## config.mk

```make
export PLATFORM = sky130hd
export DESIGN_NAME = pulp_clock_div_serv
export DESIGN_NICKNAME = d
export VERILOG_FILES = /design/src/rtl/pulp_clock_div_serv.sv
export SDC_FILE = /design/constraint.sdc
export NUM_CORES = 1
export LEC_CHECK = 0
export ABC_CLOCK_PERIOD_IN_PS = 2950
export CELL_PAD_IN_SITES_DETAIL_PLACEMENT = 0
export CELL_PAD_IN_SITES_GLOBAL_PLACEMENT = 2
export CORE_MARGIN = 2
export CORE_UTILIZATION = 37
export CTS_CLUSTER_DIAMETER = 50
export CTS_CLUSTER_SIZE = 10
export DETAILED_ROUTE_END_ITERATION = 6
export PLACE_DENSITY = 0.8
export SYNTH_ARGS = -nofsm -noshare
export SYNTH_HDL_FRONTEND = slang
export SYNTH_SLANG_ARGS = --single-unit
```

## constraint.sdc

```tcl
create_clock -name clk_i -period 2.95 [get_ports clk_i]
set_input_delay 0.4425 -clock clk_i [delete_from_list [all_inputs] [get_ports clk_i]]
set_output_delay 0.4425 -clock clk_i [all_outputs]
set_load 0.02 [all_outputs]
```

## src/rtl/pulp_clock_div_serv.sv

```systemverilog
// pulp_clock_div_serv
//   Glitch-free, run-time programmable integer clock divider on clk_i.
//   A ratio of 0 or 1 selects bypass (clk_o follows clk_i). A ratio N >= 2
//   gives a period of N clk_i cycles: ceil(N/2) cycles high, then floor(N/2)
//   cycles low. Ratio changes, enable/disable and bypass entry/exit take
//   effect only at period boundaries, so clk_o never emits a runt pulse.
//
//   Optional feature, macro PULP_CLK_DIV_ODD50_EN: a clk_i negedge flop
//   stretches the high phase by half a cycle for odd N >= 3, giving 50% duty.
//   In that build the posedge phase is floor(N/2) cycles high. Boundaries and
//   ack timing do not change.
//
// Ports:
//   clk_i        source clock
//   rst_ni       asynchronous active-low reset
//   test_mode_i  DFT override, forces clk_o = clk_i (combinational only)
//   clk_en_i     output enable; low parks clk_o low at the next boundary
//   div_i        requested ratio; stable while div_valid_i is high
//   div_valid_i  ratio-change request, held high until div_ack_o
//   div_ack_o    one-cycle pulse: requested ratio now in force
//   clk_o        divided, bypassed or parked clock
module pulp_clock_div_serv #(
  parameter int unsigned DIV_W       = 8,
  parameter int unsigned DEFAULT_DIV = 1
) (
  input  logic             clk_i,
  input  logic             rst_ni,
  input  logic             test_mode_i,
  input  logic             clk_en_i,
  input  logic [DIV_W-1:0] div_i,
  input  logic             div_valid_i,
  output logic             div_ack_o,
  output logic             clk_o
);

  localparam logic [DIV_W-1:0] ONE     = DIV_W'(1);
  localparam logic [DIV_W:0]   ONE_X   = (DIV_W+1)'(1);
  localparam logic [DIV_W-1:0] DEF_DIV = DIV_W'(DEFAULT_DIV);
  localparam logic             DEF_BYP = (DEFAULT_DIV <= 1);
  // In divided mode the counter resets to the boundary value, so the first
  // posedge after reset release starts a fresh period.
  localparam logic [DIV_W-1:0] DEF_CNT = DEF_BYP ? '0 : DEF_DIV - ONE;

  logic [DIV_W-1:0] div_q, div_d;
  logic [DIV_W-1:0] cnt_q, cnt_d;
  logic             clk_q, clk_d;
  logic             byp_q, byp_d;
  logic             ack_q, ack_d;

  logic             at_bnd;
  logic             req;
  logic             new_byp;
  logic             clk_div;

  // Number of posedge-phase high cycles for ratio n.
  function automatic logic [DIV_W:0] hi_len(input logic [DIV_W-1:0] n);
`ifdef PULP_CLK_DIV_ODD50_EN
    return {1'b0, n} >> 1;
`else
    return ({1'b0, n} + ONE_X) >> 1;
`endif
  endfunction

  assign at_bnd  = (cnt_q == (div_q - ONE));
  // ack_q blocks a still-held div_valid_i from being accepted back to back.
  assign req     = div_valid_i & ~ack_q;
  assign new_byp = (div_i <= ONE);

  always_comb begin
    div_d = div_q;
    cnt_d = cnt_q;
    clk_d = clk_q;
    byp_d = byp_q;
    ack_d = 1'b0;
    if (byp_q) begin
      // Enable is ignored in bypass. Leaving bypass happens on a posedge, when
      // clk_i is already high, so raising clk_q at the same edge is seamless.
      if (req) begin
        div_d = div_i;
        ack_d = 1'b1;
        if (!new_byp) begin
          byp_d = 1'b0;
          cnt_d = '0;
          clk_d = 1'b1;
        end
      end
    end else if (at_bnd) begin
      // clk_q is low in the last cycle of every period, so switching to
      // bypass here lets clk_o rise together with clk_i.
      if (req) begin
        div_d = div_i;
        ack_d = 1'b1;
        if (new_byp) begin
          byp_d = 1'b1;
          cnt_d = '0;
          clk_d = 1'b0;
        end else if (clk_en_i) begin
          cnt_d = '0;
          clk_d = 1'b1;
        end else begin
          cnt_d = div_i - ONE;
          clk_d = 1'b0;
        end
      end else if (clk_en_i) begin
        cnt_d = '0;
        clk_d = 1'b1;
      end else begin
        // Parked: counter stays on the boundary value, clock stays low.
        clk_d = 1'b0;
      end
    end else begin
      cnt_d = cnt_q + ONE;
      clk_d = (({1'b0, cnt_q} + ONE_X) < hi_len(div_q));
    end
  end

  always_ff @(posedge clk_i or negedge rst_ni) begin
    if (!rst_ni) begin
      div_q <= DEF_DIV;
      cnt_q <= DEF_CNT;
      clk_q <= 1'b0;
      byp_q <= DEF_BYP;
      ack_q <= 1'b0;
    end else begin
      div_q <= div_d;
      cnt_q <= cnt_d;
      clk_q <= clk_d;
      byp_q <= byp_d;
      ack_q <= ack_d;
    end
  end

`ifdef PULP_CLK_DIV_ODD50_EN
  logic clk_neg_q;

  // Re-times clk_q onto the falling edge; ORed in, it holds clk_o high for
  // half a cycle past the fall of clk_q when the ratio is odd.
  always_ff @(negedge clk_i or negedge rst_ni) begin
    if (!rst_ni) begin
      clk_neg_q <= 1'b0;
    end else begin
      clk_neg_q <= clk_q & div_q[0] & ~byp_q;
    end
  end

  assign clk_div = clk_q | clk_neg_q;
`else
  assign clk_div = clk_q;
`endif

  assign clk_o     = (test_mode_i | byp_q) ? clk_i : clk_div;
  assign div_ack_o = ack_q;

endmodule

```

==> impl_metrics.prom <==
# TYPE chip_impl_metric gauge
chip_impl_metric{name="seq_cells_post_synth",unit=""} 19
chip_impl_metric{name="total_leakage_power",unit="nW"} 0.846
chip_impl_metric{name="max_clock_freq",unit="GHz"} 0.364
chip_impl_metric{name="finalHoldViolCount",unit=""} 0
chip_impl_metric{name="min_period_over_period",unit="%"} 93.2
chip_impl_metric{name="power.sequential.fraction",unit="%"} 32.1
chip_impl_metric{name="holdWs",unit="ns"} 0.574
chip_impl_metric{name="dp_worst_setup_slack",unit="ns"} 0.221
chip_impl_info{name="hold_class",value="in -> async"} 1
chip_impl_metric{name="globalRouteMet1Util",unit="%"} 26.1
chip_impl_metric{name="fin_tns_setup",unit="ns"} 0
chip_impl_info{name="outcome",value="finished, final reports clean"} 1
chip_impl_metric{name="floorplan_die_area",unit="mm2"} 0.00526
chip_impl_metric{name="synth-seq-area-share",unit="%"} 27.5
chip_impl_info{name="most-common-layout-cells",value="sky130_fd_sc_hd__nor2_1 (17), sky130_fd_sc_hd__dfrtp_1 (17), sky130_fd_sc_hd__xnor2_1 (14)"} 1
chip_impl_metric{name="setup_viol_count_final",unit=""} 0
chip_impl_metric{name="finalWirelength",unit="um"} 4420
chip_impl_metric{name="first_global_vias",unit=""} 1470
chip_impl_metric{name="nets",unit=""} 221
chip_impl_metric{name="stdcell_count",unit=""} 247
chip_impl_metric{name="grt_start_max_net_pins",unit=""} 20
chip_impl_metric{name="fp-row-count",unit=""} 24
chip_impl_metric{name="tightest_slew",unit="ns"} 0.885
chip_impl_metric{name="postSynthNetCount",unit=""} 207
chip_impl_metric{name="post_synth_inst_count",unit=""} 182
chip_impl_metric{name="vias",unit=""} 1414
chip_impl_metric{name="placed_cells_incl_taps",unit=""} 240
chip_impl_metric{name="synth-edff-count",unit=""} 0
chip_impl_metric{name="drive_above_1_share",unit="%"} 13.8
chip_impl_metric{name="muxShareOfSynthArea",unit="%"} 11.1
chip_impl_metric{name="drc",unit=""} 0
chip_impl_metric{name="critPathArrivalTime",unit="ns"} 3.01
chip_impl_info{name="top_post_synthesis_cells_by_area",value="sky130_fd_sc_hd__dfrtp_1 (24%), sky130_fd_sc_hd__ha_1 (8.6%), sky130_fd_sc_hd__xnor2_1 (7.1%), sky130_fd_sc_hd__mux2_4 (5.2%), sky130_fd_sc_hd__xor2_1 (5.0%)"} 1
chip_impl_metric{name="critPathMaxStageDelay",unit="ns"} 0.61
chip_impl_metric{name="ioPinCount",unit=""} 15
chip_impl_metric{name="p_per_area",unit="mW/mm2"} 977
chip_impl_metric{name="floorplan.initialDensity",unit="%"} 39.1
chip_impl_metric{name="grt.met3_usage",unit="%"} 4.03
chip_impl_metric{name="initial_antenna_violation_count",unit=""} 0
chip_impl_metric{name="worstPathMaxFanout",unit=""} 9
chip_impl_metric{name="die_y",unit="um"} 72.6
chip_impl_metric{name="power.share.clock",unit="%"} 17.1
chip_impl_metric{name="timing.max_cap.violations",unit=""} 0
chip_impl_metric{name="die_width",unit="um"} 72.6
chip_impl_metric{name="drt_first_pass_iters",unit=""} 4
chip_impl_metric{name="synthXorXnorAreaFrac",unit="%"} 13.4
chip_impl_info{name="crit_type",value="reg -> reg"} 1
chip_impl_info{name="primary_flip_flop_cell_chosen_by_synthesis_mapping",value="sky130_fd_sc_hd__dfrtp_1"} 1
chip_impl_metric{name="worst_vdd_ir",unit="V"} 0.000497
chip_impl_metric{name="p_int",unit="mW"} 1.09
chip_impl_metric{name="first_drt_iteration_drcs",unit=""} 74
chip_impl_metric{name="place.gp.congestion",unit=""} 0.835
chip_impl_metric{name="timing.clock.skew",unit="ns"} 0.00296
chip_impl_metric{name="share_of_the_synthesized_area_in_compound_gates_ao_oa_aoi_oai",unit="%"} 16.3
chip_impl_info{name="tritoncts_clock_tree",value="done"} 1
chip_impl_metric{name="gr-total-overflow",unit=""} 0
chip_impl_metric{name="worstPathRequired",unit="ns"} 3.21
chip_impl_metric{name="synthDistinctLibCells",unit=""} 54
chip_impl_metric{name="io_buffer_count",unit=""} 14
chip_impl_metric{name="fillers",unit=""} 430
chip_impl_info{name="end_kind",value="flop"} 1
chip_impl_metric{name="synth_fa_ha_area_share",unit="%"} 8.63
chip_impl_metric{name="synth_largest_type_area_fraction",unit="%"} 24.5
chip_impl_info{name="crit_slowest_cell",value="sky130_fd_sc_hd__dfstp_2"} 1
chip_impl_metric{name="core_area",unit="mm2"} 0.00444
chip_impl_metric{name="grt_util_all_layers",unit="%"} 19.3
chip_impl_info{name="setup_repair_after_global_routing_missed_its_margin",value="no"} 1
chip_impl_metric{name="flow.area_growth_from_synthesis",unit="%"} 14.9
chip_impl_metric{name="synthSimpleGateAreaFrac",unit="%"} 18.9
chip_impl_info{name="cell_by_cell_trace_of_the_critical_path",value="inv_1 > ha_1 > xnor2_1 > a311oi_1 > o2111ai_2 > a21oi_4 > o21ai_4 > mux2_4"} 1
chip_impl_metric{name="viasPerCell",unit=""} 5.72
chip_impl_metric{name="synthesis.yosys.warnings",unit=""} 0
chip_impl_metric{name="power.share.switching",unit="%"} 43.9
chip_impl_metric{name="timing_max_transition_violations_final",unit=""} 0
chip_impl_metric{name="switching_power_summed_over_all_nets",unit="mW"} 0.857
chip_impl_metric{name="antennaDiodeCount",unit=""} 0
chip_impl_metric{name="avgSynthCellArea",unit="um2"} 9.56
chip_impl_metric{name="post_cts.repair.setup_buffers",unit=""} 0
chip_impl_metric{name="final_antenna_net_count",unit=""} 0
chip_impl_info{name="global_route.peak_usage_layer",value="met2"} 1
chip_impl_metric{name="clk-insertion-delay-late",unit="ns"} 0.37
chip_impl_metric{name="final_period_minus_worst_setup_slack",unit="ns"} 2.75
chip_impl_info{name="start_kind",value="flop"} 1
chip_impl_metric{name="syn_area",unit="mm2"} 0.00174
chip_impl_metric{name="groute.layer.met2.usage",unit="%"} 29.2
chip_impl_metric{name="postCtsHoldBufs",unit=""} 0
chip_impl_metric{name="clkSlewWorstSetupHoldPaths",unit="ns"} 0.07
chip_impl_info{name="main_combinational_cell_family_by_area_after_synthesis",value="simple AND/OR/NAND/NOR gates"} 1
chip_impl_metric{name="relSlewSlack",unit="%"} 40.8
chip_impl_metric{name="layout_setup_ws",unit="ns"} 0.200
chip_impl_metric{name="asyncSetResetFlopFracSynth",unit="%"} 100
chip_impl_metric{name="route.detailed.wl_per_inst",unit="um"} 17.9
chip_impl_info{name="yosys.area.top_type",value="sky130_fd_sc_hd__dfrtp_1"} 1
chip_impl_metric{name="place_hpwl",unit="um"} 3450
chip_impl_metric{name="share_comb_of_total_power",unit="%"} 50.8
chip_impl_metric{name="grt_first_pass_wirelength",unit="um"} 7530
[routing by layer]
layer / wire length, um / part of all wire, % / vias to the layer above
li1: - / - / 689
met1: 2180 / 49 / 692
met2: 2050 / 46 / 25
met3: 109 / 2.5 / 8
met4: 75 / 1.7 / 0
met5: 0 / 0 / -
[power groups by stage]
stage / Combinational, mW / Sequential, mW / Clock (mW)
after detailed placement: 0.976 / 0.628 / 0.0448
after global placement: 0.978 / 0.617 / 0.0448
final: 0.991 / 0.627 / 0.333
after floorplan: 0.898 / 0.466 / 0.0256
after CTS: 0.990 / 0.624 / 0.344
after global routing: 1.11 / 0.652 / 0.364
[repair_timing]
item,in CTS,in global routing
hold endpoints to repair,0,0
gates resized for setup,0,1
setup endpoints to repair,0,1
[Yosys cell counts (all sizes together), types with 2 or more instances]
master and count:
xor2 10, nand3 10, o21ai 3, nor3b 2, nand2b 2, a221o 2
a31oi 2, nor3 7, clkbuf 5, mux2 8, buf 4, inv 8
nor2 17, dfstp 2, a311oi 2, ha 12, or3b 2, nor4 2
o2111ai 2, mux2i 8, a21o 2, and3 3, a21oi 3, o2bb2ai 6
nand2 10, xnor2 14, dfrtp 17
[worst paths after layout]
check                            to  startpoint  cells past startpoint  slack [ns]
setup / recovery           div_q[5]    div_q[0]                      8        0.20
hold / removal             div_q[4]      rst_ni                      1        0.57
setup reg to reg           div_q[5]    div_q[0]                      8        0.20
hold reg to reg            cnt_q[7]    cnt_q[7]                      1        0.62
max in group asynchronous  cnt_q[2]      rst_ni                      1        1.84
min in group clk_i         cnt_q[7]    cnt_q[7]                      1        0.62
[layout make-up]
class | instances | area [um2] | area share, %
clock buffers | 8 | 98.8 | 4.95
inverters | 8 | 30.0 | 1.50
multi-input cells | 146 | 1190 | 59.5
flip-flops and latches | 19 | 478 | 23.9
well taps | 52 | 65.1 | 3.26
repair buffers | 14 | 138 | 6.89
[flip-flops by register name, summed over array words and instances, names as in the netlist]
name	cells
cnt_q	8
div_q	8
clk_div	1
div_ack_o	1
byp_q	1
[through the flow]
stage | utilization (%) | area [um2] | power, mW
global route | 45.0 | 2000 | 2.13
floorplan | - | 1740 | 1.39
CTS | 44.9 | 2000 | 1.96
global placement | 43.0 | 1910 | 1.64
finish | 45.0 | 2000 | 1.95
detailed placement | 43.0 | 1910 | 1.65
[critical path, delay by kind of cell (launching register included)]
kind / cells / cell delay, ns
buffers and inverters: 1 / 0.09
multiplexers: 1 / 0.34
XOR/XNOR: 1 / 0.14
flip-flops: 1 / 0.61
adder cells (fa/ha/maj): 1 / 0.33
AO/OA/AOI/OAI: 4 / 1.12
[logic make-up (layout without fill, tap and decap cells)]
| group | count (synthesis) | after routing |
|---|---|---|
| simple gates | 63 | 63 |
| compound gates | 30 | 30 |
| xor+xnor | 25 | 25 |
| flops | 19 | 19 |
| buf+inv | 17 | 30 |
| mux | 16 | 16 |
| fa+ha+maj | 12 | 12 |
Note: power is estimated with default switching activity, not from simulation.
